`src/rtl/base_table_ctrl.sv`:
```
// Port sequencer for the single-port, bit-masked base-prediction table SRAM.
// Optional lookup bypass of the buffered update: BASE_TABLE_CTRL_BYPASS_EN.
module base_table_ctrl #(
    parameter int unsigned       ADDR_W     = 8,
    parameter int unsigned       DEPTH      = 2 ** ADDR_W,
    parameter int unsigned       DATA_W     = 9,
    parameter logic [DATA_W-1:0] INIT_VALUE = '0,
    parameter int unsigned       MAX_STALL  = 4
) (
    input  logic              clock,
    input  logic              reset_n,
    input  logic              flush,
    output logic              init_busy,
    input  logic              lk_valid,
    output logic              lk_ready,
    input  logic [ADDR_W-1:0] lk_addr,
    output logic              lk_resp_valid,
    output logic [DATA_W-1:0] lk_resp_data,
    input  logic              up_valid,
    output logic              up_ready,
    input  logic [ADDR_W-1:0] up_addr,
    input  logic [DATA_W-1:0] up_wdata,
    input  logic [DATA_W-1:0] up_wmask,
    output logic              ram_en,
    output logic              ram_wmode,
    output logic [ADDR_W-1:0] ram_addr,
    output logic [DATA_W-1:0] ram_wdata,
    output logic [DATA_W-1:0] ram_wmask,
    input  logic [DATA_W-1:0] ram_rdata
);

    localparam logic [0:0] ST_INIT = 1'b0;
    localparam logic [0:0] ST_RUN  = 1'b1;

    localparam int unsigned        STALL_W   = $clog2(MAX_STALL + 1);
    localparam logic [STALL_W-1:0] STALL_MAX = STALL_W'(MAX_STALL);
    localparam logic [ADDR_W-1:0]  LAST_ADDR = ADDR_W'(DEPTH - 1);

    logic [0:0]         state_q,     state_d;
    logic [ADDR_W-1:0]  init_cnt_q,  init_cnt_d;
    logic               buf_vld_q,   buf_vld_d;
    logic [ADDR_W-1:0]  buf_addr_q,  buf_addr_d;
    logic [DATA_W-1:0]  buf_wdata_q, buf_wdata_d;
    logic [DATA_W-1:0]  buf_wmask_q, buf_wmask_d;
    logic [STALL_W-1:0] stall_cnt_q, stall_cnt_d;
    logic               resp_vld_q,  resp_vld_d;

    logic run;
    logic in_init;
    logic forced;
    logic lk_acc;
    logic drain;
    logic up_acc;

    assign run     = (state_q == ST_RUN);
    assign in_init = ~run;

    // A starved update blocks lookups once it has lost MAX_STALL times.
    assign forced   = buf_vld_q && (stall_cnt_q == STALL_MAX);
    assign lk_ready = run && !forced;
    assign lk_acc   = lk_valid && lk_ready;

    // A flushed buffer is discarded, so it must never reach the SRAM.
    assign drain    = run && buf_vld_q && !flush && !lk_acc;
    assign up_ready = run && !flush && (!buf_vld_q || drain);
    assign up_acc   = up_valid && up_ready;

    assign init_busy     = in_init;
    assign lk_resp_valid = resp_vld_q;

    always_comb begin
        ram_en    = 1'b0;
        ram_wmode = 1'b0;
        ram_addr  = '0;
        ram_wdata = '0;
        ram_wmask = '0;
        unique case (1'b1)
            in_init: begin
                ram_en    = 1'b1;
                ram_wmode = 1'b1;
                ram_addr  = init_cnt_q;
                ram_wdata = INIT_VALUE;
                ram_wmask = '1;
            end
            lk_acc: begin
                ram_en    = 1'b1;
                ram_wmode = 1'b0;
                ram_addr  = lk_addr;
            end
            drain: begin
                ram_en    = 1'b1;
                ram_wmode = 1'b1;
                ram_addr  = buf_addr_q;
                ram_wdata = buf_wdata_q;
                ram_wmask = buf_wmask_q;
            end
            default: begin
                ram_en = 1'b0;
            end
        endcase
    end

    always_comb begin
        state_d    = state_q;
        init_cnt_d = init_cnt_q;
        if (flush) begin
            state_d    = ST_INIT;
            init_cnt_d = '0;
        end else if (in_init) begin
            init_cnt_d = init_cnt_q + ADDR_W'(1);
            if (init_cnt_q == LAST_ADDR) begin
                state_d = ST_RUN;
            end
        end
    end

    always_comb begin
        buf_vld_d   = buf_vld_q;
        buf_addr_d  = buf_addr_q;
        buf_wdata_d = buf_wdata_q;
        buf_wmask_d = buf_wmask_q;
        if (run && flush) begin
            buf_vld_d = 1'b0;
        end else if (up_acc) begin
            buf_vld_d   = 1'b1;
            buf_addr_d  = up_addr;
            buf_wdata_d = up_wdata;
            buf_wmask_d = up_wmask;
        end else if (drain) begin
            buf_vld_d = 1'b0;
        end
    end

    always_comb begin
        stall_cnt_d = stall_cnt_q;
        if (in_init || flush || drain) begin
            stall_cnt_d = '0;
        end else if (buf_vld_q && lk_acc && (stall_cnt_q != STALL_MAX)) begin
            stall_cnt_d = stall_cnt_q + STALL_W'(1);
        end
    end

    assign resp_vld_d = lk_acc;

    always_ff @(posedge clock or negedge reset_n) begin
        if (!reset_n) begin
            state_q     <= ST_INIT;
            init_cnt_q  <= '0;
            buf_vld_q   <= 1'b0;
            buf_addr_q  <= '0;
            buf_wdata_q <= '0;
            buf_wmask_q <= '0;
            stall_cnt_q <= '0;
            resp_vld_q  <= 1'b0;
        end else begin
            state_q     <= state_d;
            init_cnt_q  <= init_cnt_d;
            buf_vld_q   <= buf_vld_d;
            buf_addr_q  <= buf_addr_d;
            buf_wdata_q <= buf_wdata_d;
            buf_wmask_q <= buf_wmask_d;
            stall_cnt_q <= stall_cnt_d;
            resp_vld_q  <= resp_vld_d;
        end
    end

`ifdef BASE_TABLE_CTRL_BYPASS_EN
    logic              byp_hit;
    logic              byp_vld_q,   byp_vld_d;
    logic [DATA_W-1:0] byp_wdata_q, byp_wdata_d;
    logic [DATA_W-1:0] byp_wmask_q, byp_wmask_d;

    // The lookup read the pre-update entry; merge the buffered bits on return.
    assign byp_hit = lk_acc && buf_vld_q && !flush && (buf_addr_q == lk_addr);

    always_comb begin
        byp_vld_d   = byp_hit;
        byp_wdata_d = byp_wdata_q;
        byp_wmask_d = byp_wmask_q;
        if (byp_hit) begin
            byp_wdata_d = buf_wdata_q;
            byp_wmask_d = buf_wmask_q;
        end
    end

    always_ff @(posedge clock or negedge reset_n) begin
        if (!reset_n) begin
            byp_vld_q   <= 1'b0;
            byp_wdata_q <= '0;
            byp_wmask_q <= '0;
        end else begin
            byp_vld_q   <= byp_vld_d;
            byp_wdata_q <= byp_wdata_d;
            byp_wmask_q <= byp_wmask_d;
        end
    end

    assign lk_resp_data = byp_vld_q
        ? ((ram_rdata & ~byp_wmask_q) | (byp_wdata_q & byp_wmask_q))
        : ram_rdata;
`else
    assign lk_resp_data = ram_rdata;
`endif

endmodule

```
`config.mk`:
```
export PLATFORM = sky130hd
export DESIGN_NAME = base_table_ctrl
export DESIGN_NICKNAME = d
export VERILOG_FILES = /design/src/rtl/base_table_ctrl.sv
export SDC_FILE = /design/constraint.sdc
export NUM_CORES = 1
export LEC_CHECK = 0
export CAP_MARGIN = 20
export CORE_ASPECT_RATIO = 2
export CORE_MARGIN = 1
export CORE_UTILIZATION = 46
export CTS_CLUSTER_SIZE = 12
export DETAILED_ROUTE_END_ITERATION = 7
export HOLD_SLACK_MARGIN = 0.08
export PLACE_DENSITY = 0.85
export SYNTH_ARGS = -nofsm -noshare
export SYNTH_HDL_FRONTEND = slang
export SYNTH_SLANG_ARGS = --single-unit
```
`constraint.sdc`:
```
create_clock -name clock -period 3.05 [get_ports clock]
set_input_delay 0.915 -clock clock [delete_from_list [all_inputs] [get_ports clock]]
set_output_delay 0.915 -clock clock [all_outputs]
set_load 0.005 [all_outputs]
```
==> flow_results.org, run 1 <==
** Outcome
- The run finished with clean final reports.

** Layout
- At the end of the flow, the number of nets in the layout was about 320.
- Summing all non-filler instances in the final layout gives an area of about 0.0031 mm².
- Most common cell after layout, fill and taps aside :: dfrtp_1
- Most frequent cells in the layout :: dfrtp_1 (40), clkdlybuf4s50_1 (38), mux2_4 (20)
- Layout cell share with drive strength beyond 1 :: 0.275
- Compared with the post-synthesis result, the final layout area differs by 41.3%.
- ANT cells :: 0
- The layout has about 360 filler cells.
- The sequential cells in the finished layout cover a total of between 0.001 and 0.0015 mm².
- In the final layout, the multi-input gates occupy between 0.001 and 0.0015 mm².

** Die
- The floorplan step set the die width to between 50 and 60 µm.
- Floorplan Core Area :: 0.00455 mm²
- 89 I/O pins were placed.
- For this configuration, the core starts out at a cell density of 0.478.
- The floorplan step set the die height to approximately 99 µm.
- Std cell rows :: 35
- The floorplan step defined a die boundary enclosing 0.00503 mm².

** Yosys
- Synthesis produced a netlist whose cell count is between 150 and 200.
- The share of synthesized area in the top cell type comes to 0.460.
- Synthesized area per cell :: between 10 and 15 µm²
- Area leader, netlist :: dfrtp_1
- When the netlist entered floorplanning its net count stood at approximately 240.
- Of the synthesized area, sequential elements account for 0.460.
- Total of warnings raised by yosys :: 0
- After synthesis the cells add up to around 0.0022 mm².
- Distinct cell type count of the synthesized netlist :: 34
- Largest cells by area after synthesis :: dfrtp_1 (46%), mux2_4 (14%), a221o_1 (3.7%)
- In this run, synthesis produced a sequential element count of 40.

** CTS
- Clock Latency Late Sink :: roughly 300 ps
- Number of H-tree branching levels :: 2
- Clock tree synthesis inserted a total of 5 buffers.
- CTS saw 40 sinks.
- Clock-pin slew was measured on the worst setup and hold paths at about 70 ps.
- TritonCTS built the clock tree.
- Root cell of the clock tree :: clkbuf_8
- Buffer depth of the longest clock path :: 2
- Post-cts hold buffer count :: 0

** Critical path
- Startpoint-to-endpoint class of the critical path :: input port to output pin
- Of all nets on the critical path, the largest fanout is 7.
- Setup slack of the worst register-to-register path :: between 1000 and 1500 ps
- Data arrival time of the worst path :: approximately 2100 ps
- Highest cell delay on the worst timing path :: 310 ps
- CP required :: 2130 ps
- Critical-path cell with the highest stage delay :: or2_4
- STA classifies the critical path startpoint as an input port.
- STA classifies the critical path endpoint as an output pin.
- The critical path goes through clkdlybuf4s15_2 > a21boi_4 > or2_4 > buf_4 > o21ai_1 > dlygate4sd2_1.

** Global route
- Across every metal layer, demand over resource in global routing totals 0.229.
- Met2 routing resource usage after global routing :: 0.421
- GR Overflow Total :: 0
- For this run, global-route usage on met3 was measured as 0.0382.
- The first global-routing pass estimated between 8000 and 9000 µm of wire.
- Entering global routing, the biggest net connects between 40 and 50 pins.
- Vias in the first global route :: 1865
- Initial antenna violation count :: 0
- Most Used Layer, Global Route :: met2
- Met1 track utilization from global routing :: 0.252

** Timing
- The final-report hold violation count was 0.
- Number of pins exceeding their max-slew limit in the final report :: 0
- Final hold analysis gives a worst-case slack of ~500 ps.
- Timing would allow up to between 300 and 400 MHz.
- Max-slew headroom at the worst pin :: 0.426
- Fin crit period :: about 3000 ps
- RSZ-0062 raised after global routing :: yes
- Across the routed clock network, the largest skew measured is roughly 15 ps.
- Of the available clock period, the critical path in the final layout requires 0.996.
- Slew at the pin closest to its max-slew limit :: around 860 ps
- Setup violations remaining at the end of the flow were counted as 0.

** Power and ir drop
- The analysis attributes to cell leakage a power of around 1.5 nW.
- Dividing total power by cell area gives a power density of roughly 350 mW/mm².
- IR analysis of the VDD net gives a maximum drop of between 300 and 400 µV.

** Placed design
- Post-DP HPWL :: approximately 3700 µm
- Cell Area, Placed :: slightly below 0.003 mm²
- During placement, the flow inserted port buffers numbering 70.
- Routability congestion estimate :: 0.816

** Hold path
- The path class of the tightest hold or removal check is flop to flop.

** Detailed routing
- DRC Markers :: 0
- Dividing the detail-routed via count by the number of cells gives between 5 and 6.
- Aggregate routed wire length :: approximately 5300 µm
- The first detailed-routing pass ran for 4 iterations.
- Dividing the detail-routed wire length by the instance count gives 16.3 µm.
- The routed layout has around 1.8k vias.
- The count of nets left with antenna violations once routing finished came out at 0.
- Count of routing violations after the opening detailed-route iteration :: 26

** Run
- Max-cap violations in this run came to 0.
## layout make-up
| type | count | share of cell area |
|---|---|---|
| inverter | 15 | 0.0183 |
| sequential | 40 | 0.325 |
| clock inverter | 2 | 0.0114 |
| tap | 55 | 0.0224 |
| timing repair buffer | 88 | 0.267 |
| clock buffer | 6 | 0.0236 |
| multi-input combinational | 118 | 0.332 |
## metal layers
| layer | routed length [µm] | vias up |
|---|---|---|
| li1 | - | 804 |
| met1 | 2050 | 895 |
| met2 | 2940 | 50 |
| met3 | 195 | 12 |
| met4 | 110 | 0 |
| met5 | 0 | - |
## where the power goes
| group | internal, W | leakage, nW | total [W] | switching, W |
|---|---|---|---|---|
| combinational | 0.0000622 | 0.854 | 0.0000970 | 0.0000348 |
| sequential | 0.000534 | 0.555 | 0.000541 | 0.00000690 |
| clock | 0.000243 | 0.0552 | 0.000425 | 0.000182 |
## registers in the layout (all words and copies together), names as in the netlist
register / cells
buf_vld_q: 1
stall_cnt_q: 3
init_cnt_q: 8
buf_wmask_q: 9
lk_resp_valid: 1
run: 1
buf_wdata_q: 9
buf_addr_q: 8
## what timing repair did
action / in CTS / in global routing
endpoints found under the hold margin: 0 / 0
pin swaps: 0 / 0
endpoints found under the setup margin: 29 / 19
gates cloned: 1 / 0
gates resized for setup: 38 / 37
buffers inserted: 2 / 3
## kinds of logic (layout without fill, tap and decap cells)
family / Yosys count / after routing / synth area share
AND/OR/NAND/NOR: 52 / 52 / 0.144
flip-flops: 40 / 40 / 0.460
buffers and inverters: 34 / 111 / 0.0850
AO/OA/AOI/OAI: 33 / 33 / 0.109
multiplexers: 27 / 27 / 0.173
adder cells (fa/ha/maj): 3 / 3 / 0.0172
XOR/XNOR: 3 / 3 / 0.0121
## cell usage after synthesis
library cell,n
and2_1,10
or3_1,3
nor2_1,7
a21oi_1,8
nor3_1,3
clkbuf_1,3
nand2_1,4
nor2b_1,8
xnor2_1,1
nor3_4,1
and3_1,1
nand3_1,5
buf_6,2
o21a_1,1
a21boi_4,1
nand2b_1,1
xor2_1,2
nand2b_4,1
buf_4,10
dfrtp_1,40
a21oi_4,1
inv_1,15
nand4_1,2
o21ai_0,13
mux2i_1,1
buf_2,4
a2111oi_0,1
mux2_2,6
nand4b_1,2
ha_1,3
a221o_1,8
nand3b_1,3
or2_2,1
mux2_4,20
## per-stage QoR
step | TNS, ps | utilization | setup WS (ps) | total power [W] | std cells
floorplan | 0 | - | 326 | 0.000583 | 192
global placement | -12920 | 0.640 | -536 | 0.000646 | 310
detailed placement | -13920 | 0.640 | -562 | 0.000649 | 310
CTS | -1150 | 0.669 | -189 | 0.00107 | 321
global route | -85.3 | 0.676 | -22.8 | 0.00110 | 324
finish | 0 | 0.676 | 10.8 | 0.00106 | 324
## critical path, delay by kind of cell
family	cells	cell delay, ps
and+or+nand+nor	1	310
AOI/OAI and AO/OA	2	290
buffers and inverters	3	600
## path summary, 6_finish.rpt
path / startpoint / endpoint / cells past startpoint
min: buf_wdata_q[6] / buf_wdata_q[6] / 1
min in group asynchronous: reset_n / buf_wdata_q[2] / 1
max in group asynchronous: reset_n / buf_wmask_q[4] / 1
max reg2reg: run / init_cnt_q[7] / 5
max: lk_valid / ram_wmask[3] / 6
min reg2reg: buf_wdata_q[6] / buf_wdata_q[6] / 1
Note: power is estimated with default switching activity, not from simulation.
==> run 2, diff against run 1 <==
--- a/config.mk
+++ b/config.mk
@@ -5,6 +5,7 @@
 export SDC_FILE = /design/constraint.sdc
 export NUM_CORES = 1
 export LEC_CHECK = 0
+export ABC_CLOCK_PERIOD_IN_PS = 3050
 export CAP_MARGIN = 20
 export CORE_ASPECT_RATIO = 2
 export CORE_MARGIN = 1
==> results of run 2 <==
No change in the layout: final DEF, timing and power equal those of run 1.
==> run 3, diff against run 2 <==
--- a/config.mk
+++ b/config.mk
@@ -5,11 +5,11 @@
 export SDC_FILE = /design/constraint.sdc
 export NUM_CORES = 1
 export LEC_CHECK = 0
-export ABC_CLOCK_PERIOD_IN_PS = 3050
-export CAP_MARGIN = 20
+export CAP_MARGIN = 40
 export CORE_ASPECT_RATIO = 2
 export CORE_MARGIN = 1
 export CORE_UTILIZATION = 46
+export CTS_CLUSTER_DIAMETER = 60
 export CTS_CLUSTER_SIZE = 12
 export DETAILED_ROUTE_END_ITERATION = 7
 export HOLD_SLACK_MARGIN = 0.08
==> run 3 against run 2 <==
Effect of this change: combinational power increased by 2.5%; count of clock-buffer cells in the layout did not move; design area is 0.61% higher; core utilization increased by 0.41 points; critical path depth is 2 higher; power decreased by 5.6%; die area unchanged; critical path type unchanged; critical endpoint is now ram_wdata[6]; largest cell class unchanged; largest power group unchanged.
==> flow_results.org, run 3 (same netlist as run 1, synthesis figures left out) <==
** Timing
- Number of pins exceeding their max-slew limit in the final report :: 0 (unchanged)
- The minimum period implied by the final worst setup slack was 3000 ps (-37.7 ps).
- RSZ-0062 raised after global routing :: no
- Maximum clock skew at final layout :: 8.96 ps (-5.80 ps)
- The measured slew at the worst slew-check pin was 463 ps (-398 ps).
- The highest achievable clock rate was 333 MHz (+1.3%).
- The final period utilization is 0.984 (-0.0124).
- The worst-case setup margin in the final layout is 48.5 ps (+37.7 ps).
- Final setup violating endpoints :: 0 (unchanged)
- The final-report hold violation count was 0 (unchanged).
- Max-slew headroom at the worst pin :: 0.692 (+0.266)

** Global route
- The met3 usage in global routing came to 0.0275 (-0.0107).
- Maximum number of pins on one net before global-route repair :: 38 (-7.3%)
- The routing usage on met2 is 0.439 (+0.0185).
- The first-pass GRT wire length came to 8930 µm (+4.3%).
- The total track usage is 0.239 (+0.0102).
- The residual overflow from global routing is 0 (unchanged).
- Most Used Layer, Global Route :: met2
- The initial antenna violation count came to 0 (unchanged).
- The met1 track utilization from global routing is 0.266 (+0.0135).
- The via count of the first global-routing pass was 1923 (+3.1%).

** Placed design
- Cell Area, Placed :: 0.00294 mm² (+0.69%)
- The weighted congestion reported at the end of routability-driven placement was 0.816 (unchanged).
- The count of input and output buffers was 70 (unchanged).
- The pre-CTS setup slack was -560 ps (+1.95 ps).
- Post-DP HPWL :: 3760 µm (+0.40%)

** CTS
- Clock tree synthesis selected as its root buffer the cell clkbuf_8.
- CTS tree :: done
- The hold-fix buffer count after cts is 0 (unchanged).
- Total clock buffers created by CTS :: 5 (unchanged)
- The largest buffer count on any clock path was 2 (unchanged).
- Number of H-tree branching levels :: 2 (unchanged)
- Clock Latency Late Sink :: 290 ps (about the same)
- The clock sink total was 40 (unchanged).
- Post-CTS clock slew at the launch and capture registers of the worst setup and hold paths :: 80 ps (about the same)

** Critical path
- The arrival time of the worst setup path is 2090 ps (-30 ps).
- In this run the critical register-to-register path is launched from run.
- Setup slack of the worst register-to-register path :: 1180 ps (+20 ps)
- The critical path is of the input port to output pin type.
- Crit end category :: output pin
- Critical-path cell with the highest stage delay :: nor3_4
- STA classifies the critical path startpoint as an input port.
- The largest stage delay on the critical path came to 250 ps (-60 ps).
- The endpoint required time on the critical path is 2130 ps (about the same).
- The cell that appears most often on the critical path is buf_4.
- Endpoint of the worst-slack reg-to-reg timing path :: init_cnt_q[7]
- Cell breakdown of the critical path :: buf_2 > a21boi_4 > nor3_4 > buf_6 > buf_4 > buf_4 > and2_1 > clkdlybuf4s15_1
- The largest fanout of any net on the critical path came to 4 (-3).
- The depth of the worst register-to-register path is 5 (unchanged).
- Broken down by cell family, the worst path's largest delay share belongs to buffers and inverters.
- The number of buffer and inverter stages on the critical path is 5 (+2).

** Layout
- The diode insertion count for antenna repair was 0 (unchanged).
- Largest registers :: buf_wdata_q: 9 flops, buf_wmask_q: 9 flops
- Area taken by flip-flops and latches :: 0.00100 mm² (+0.12%)
- Final design utilization :: 0.680 (+0.00412)
- The area of the multi-input gates is 0.00102 mm² (+0.24%).
- The fraction of layout instances using a drive strength above 1 came to 0.292 (+0.0169).
- Nets :: 324 (+1.6%)
- In the layout the commonest cells are dfrtp_1 (39), clkdlybuf4s50_1 (38), mux2_4 (20).
- Most common cell after layout, fill and taps aside :: dfrtp_1
- Relative to the synthesized area, the layout overhead comes to 42.2%.
- Fill cell count :: 347 (-2.8%)
- The final instance area was 0.00310 mm² (+0.61%).

** Die
- Floorplan Core Area :: 0.00455 mm² (unchanged)
- I/O pin total :: 89 (unchanged)
- The die area came to 0.00503 mm² (unchanged).
- The vertical die dimension was 99.3 µm (unchanged).
- X dimension of the die :: 50.7 µm (unchanged)
- The number of rows in the core area is 35 (unchanged).
- Initial cell density of the core :: 0.478 (unchanged)

** Detailed routing
- The DRC violation total after the first TritonRoute iteration came to 42 (+62%).
- Routed wire length per instance :: 16.9 µm (+3.6%)
- The average via count per standard cell was 5.38 (-1.1%).
- DRC Markers :: 0 (unchanged)
- The total number of vias came to 1769 (+0.45%).
- The residual antenna-violating net count after detailed routing came to 0 (unchanged).
- The detailed-route wire length came to 5570 µm (+5.2%).
- The total iterations of the first detailed-routing run is 4 (unchanged).

** Power and ir drop
- Power per standard cell area :: 324 mW/mm² (-6.2%)
- Leakage power :: 1.42 nW (-3.2%)
- Max rail drop VDD :: 346 µV (+1.4%)

** Outcome
- The run finished with clean final reports.

** Run
- Number of max-cap violations :: 0 (unchanged)

** Hold path
- The min-delay analysis places its worst path in the category input port to asynchronous set/reset pin.
-- run 3: changes by cell type in the layout (fill, tap and decap cells not counted), sizes merged --
cell | previous run | this run
bufinv | 1 | 0
dlymetal6s2s | 8 | 3
clkinv | 1 | 2
buf | 19 | 28
clkdlybuf4s15 | 6 | 1
clkbuf | 16 | 11
dlygate4sd2 | 7 | 18
-- run 3: cell type report --
cell class	count	share of cell area
flip-flops and latches	40	0.324
clock buffers	6	0.0267
clock inverters	2	0.00323
inverters	15	0.0182
well taps	55	0.0222
repair buffers	93	0.275
multi-input cells	118	0.331
-- run 3: power breakdown --
group	switching [W]	total [W]	internal, W
clock network	0.000182	0.000362	0.000181
logic	0.0000357	0.0000994	0.0000637
registers	0.00000714	0.000541	0.000534
total	0.000225	0.00100	0.000778
-- run 3: what timing repair did --
action,CTS,global route
endpoints found under the setup margin,29,18
cloned,1,0
pin swaps,2,2
setup buffers,6,3
resized for setup,60,14
-- run 3: metrics by stage --
stage | std cells | setup TNS, ps | power (W) | hold slack, ps
2_1_floorplan | 192 | 0 | 0.000583 | 472
3_3_place_gp | 310 | -12920 | 0.000646 | 481
3_5_place_dp | 311 | -13860 | 0.000652 | 489
4_1_cts | 326 | -326 | 0.00101 | 421
5_1_grt | 329 | 0 | 0.00104 | 428
6_report | 329 | 0 | 0.00100 | 428
-- run 3: worst max path at each step --
| stage | startpoint | end | slack, ps | depth (start not counted) |
|---|---|---|---|---|
| 2_1_floorplan | flush | ram_wmask[0] | 330 | 5 |
| 3_3_place_gp | lk_valid | ram_wmask[0] | -540 | 5 |
| 3_5_place_dp | flush | ram_wmask[0] | -560 | 5 |
| 4_1_cts | lk_valid | ram_wmask[0] | -110 | 5 |
| 5_1_grt | lk_valid | ram_wdata[6] | 3 | 8 |
| 6_report | lk_valid | ram_wdata[6] | 50 | 8 |
-- run 3: metal layers --
| metal | wire length (µm) | share of wire | vias up |
|---|---|---|---|
| li1 | - | - | 815 |
| met1 | 2110 | 0.38 | 878 |
| met2 | 3160 | 0.57 | 64 |
| met3 | 200 | 0.036 | 12 |
| met4 | 107 | 0.019 | 0 |
| met5 | 0 | 0 | - |
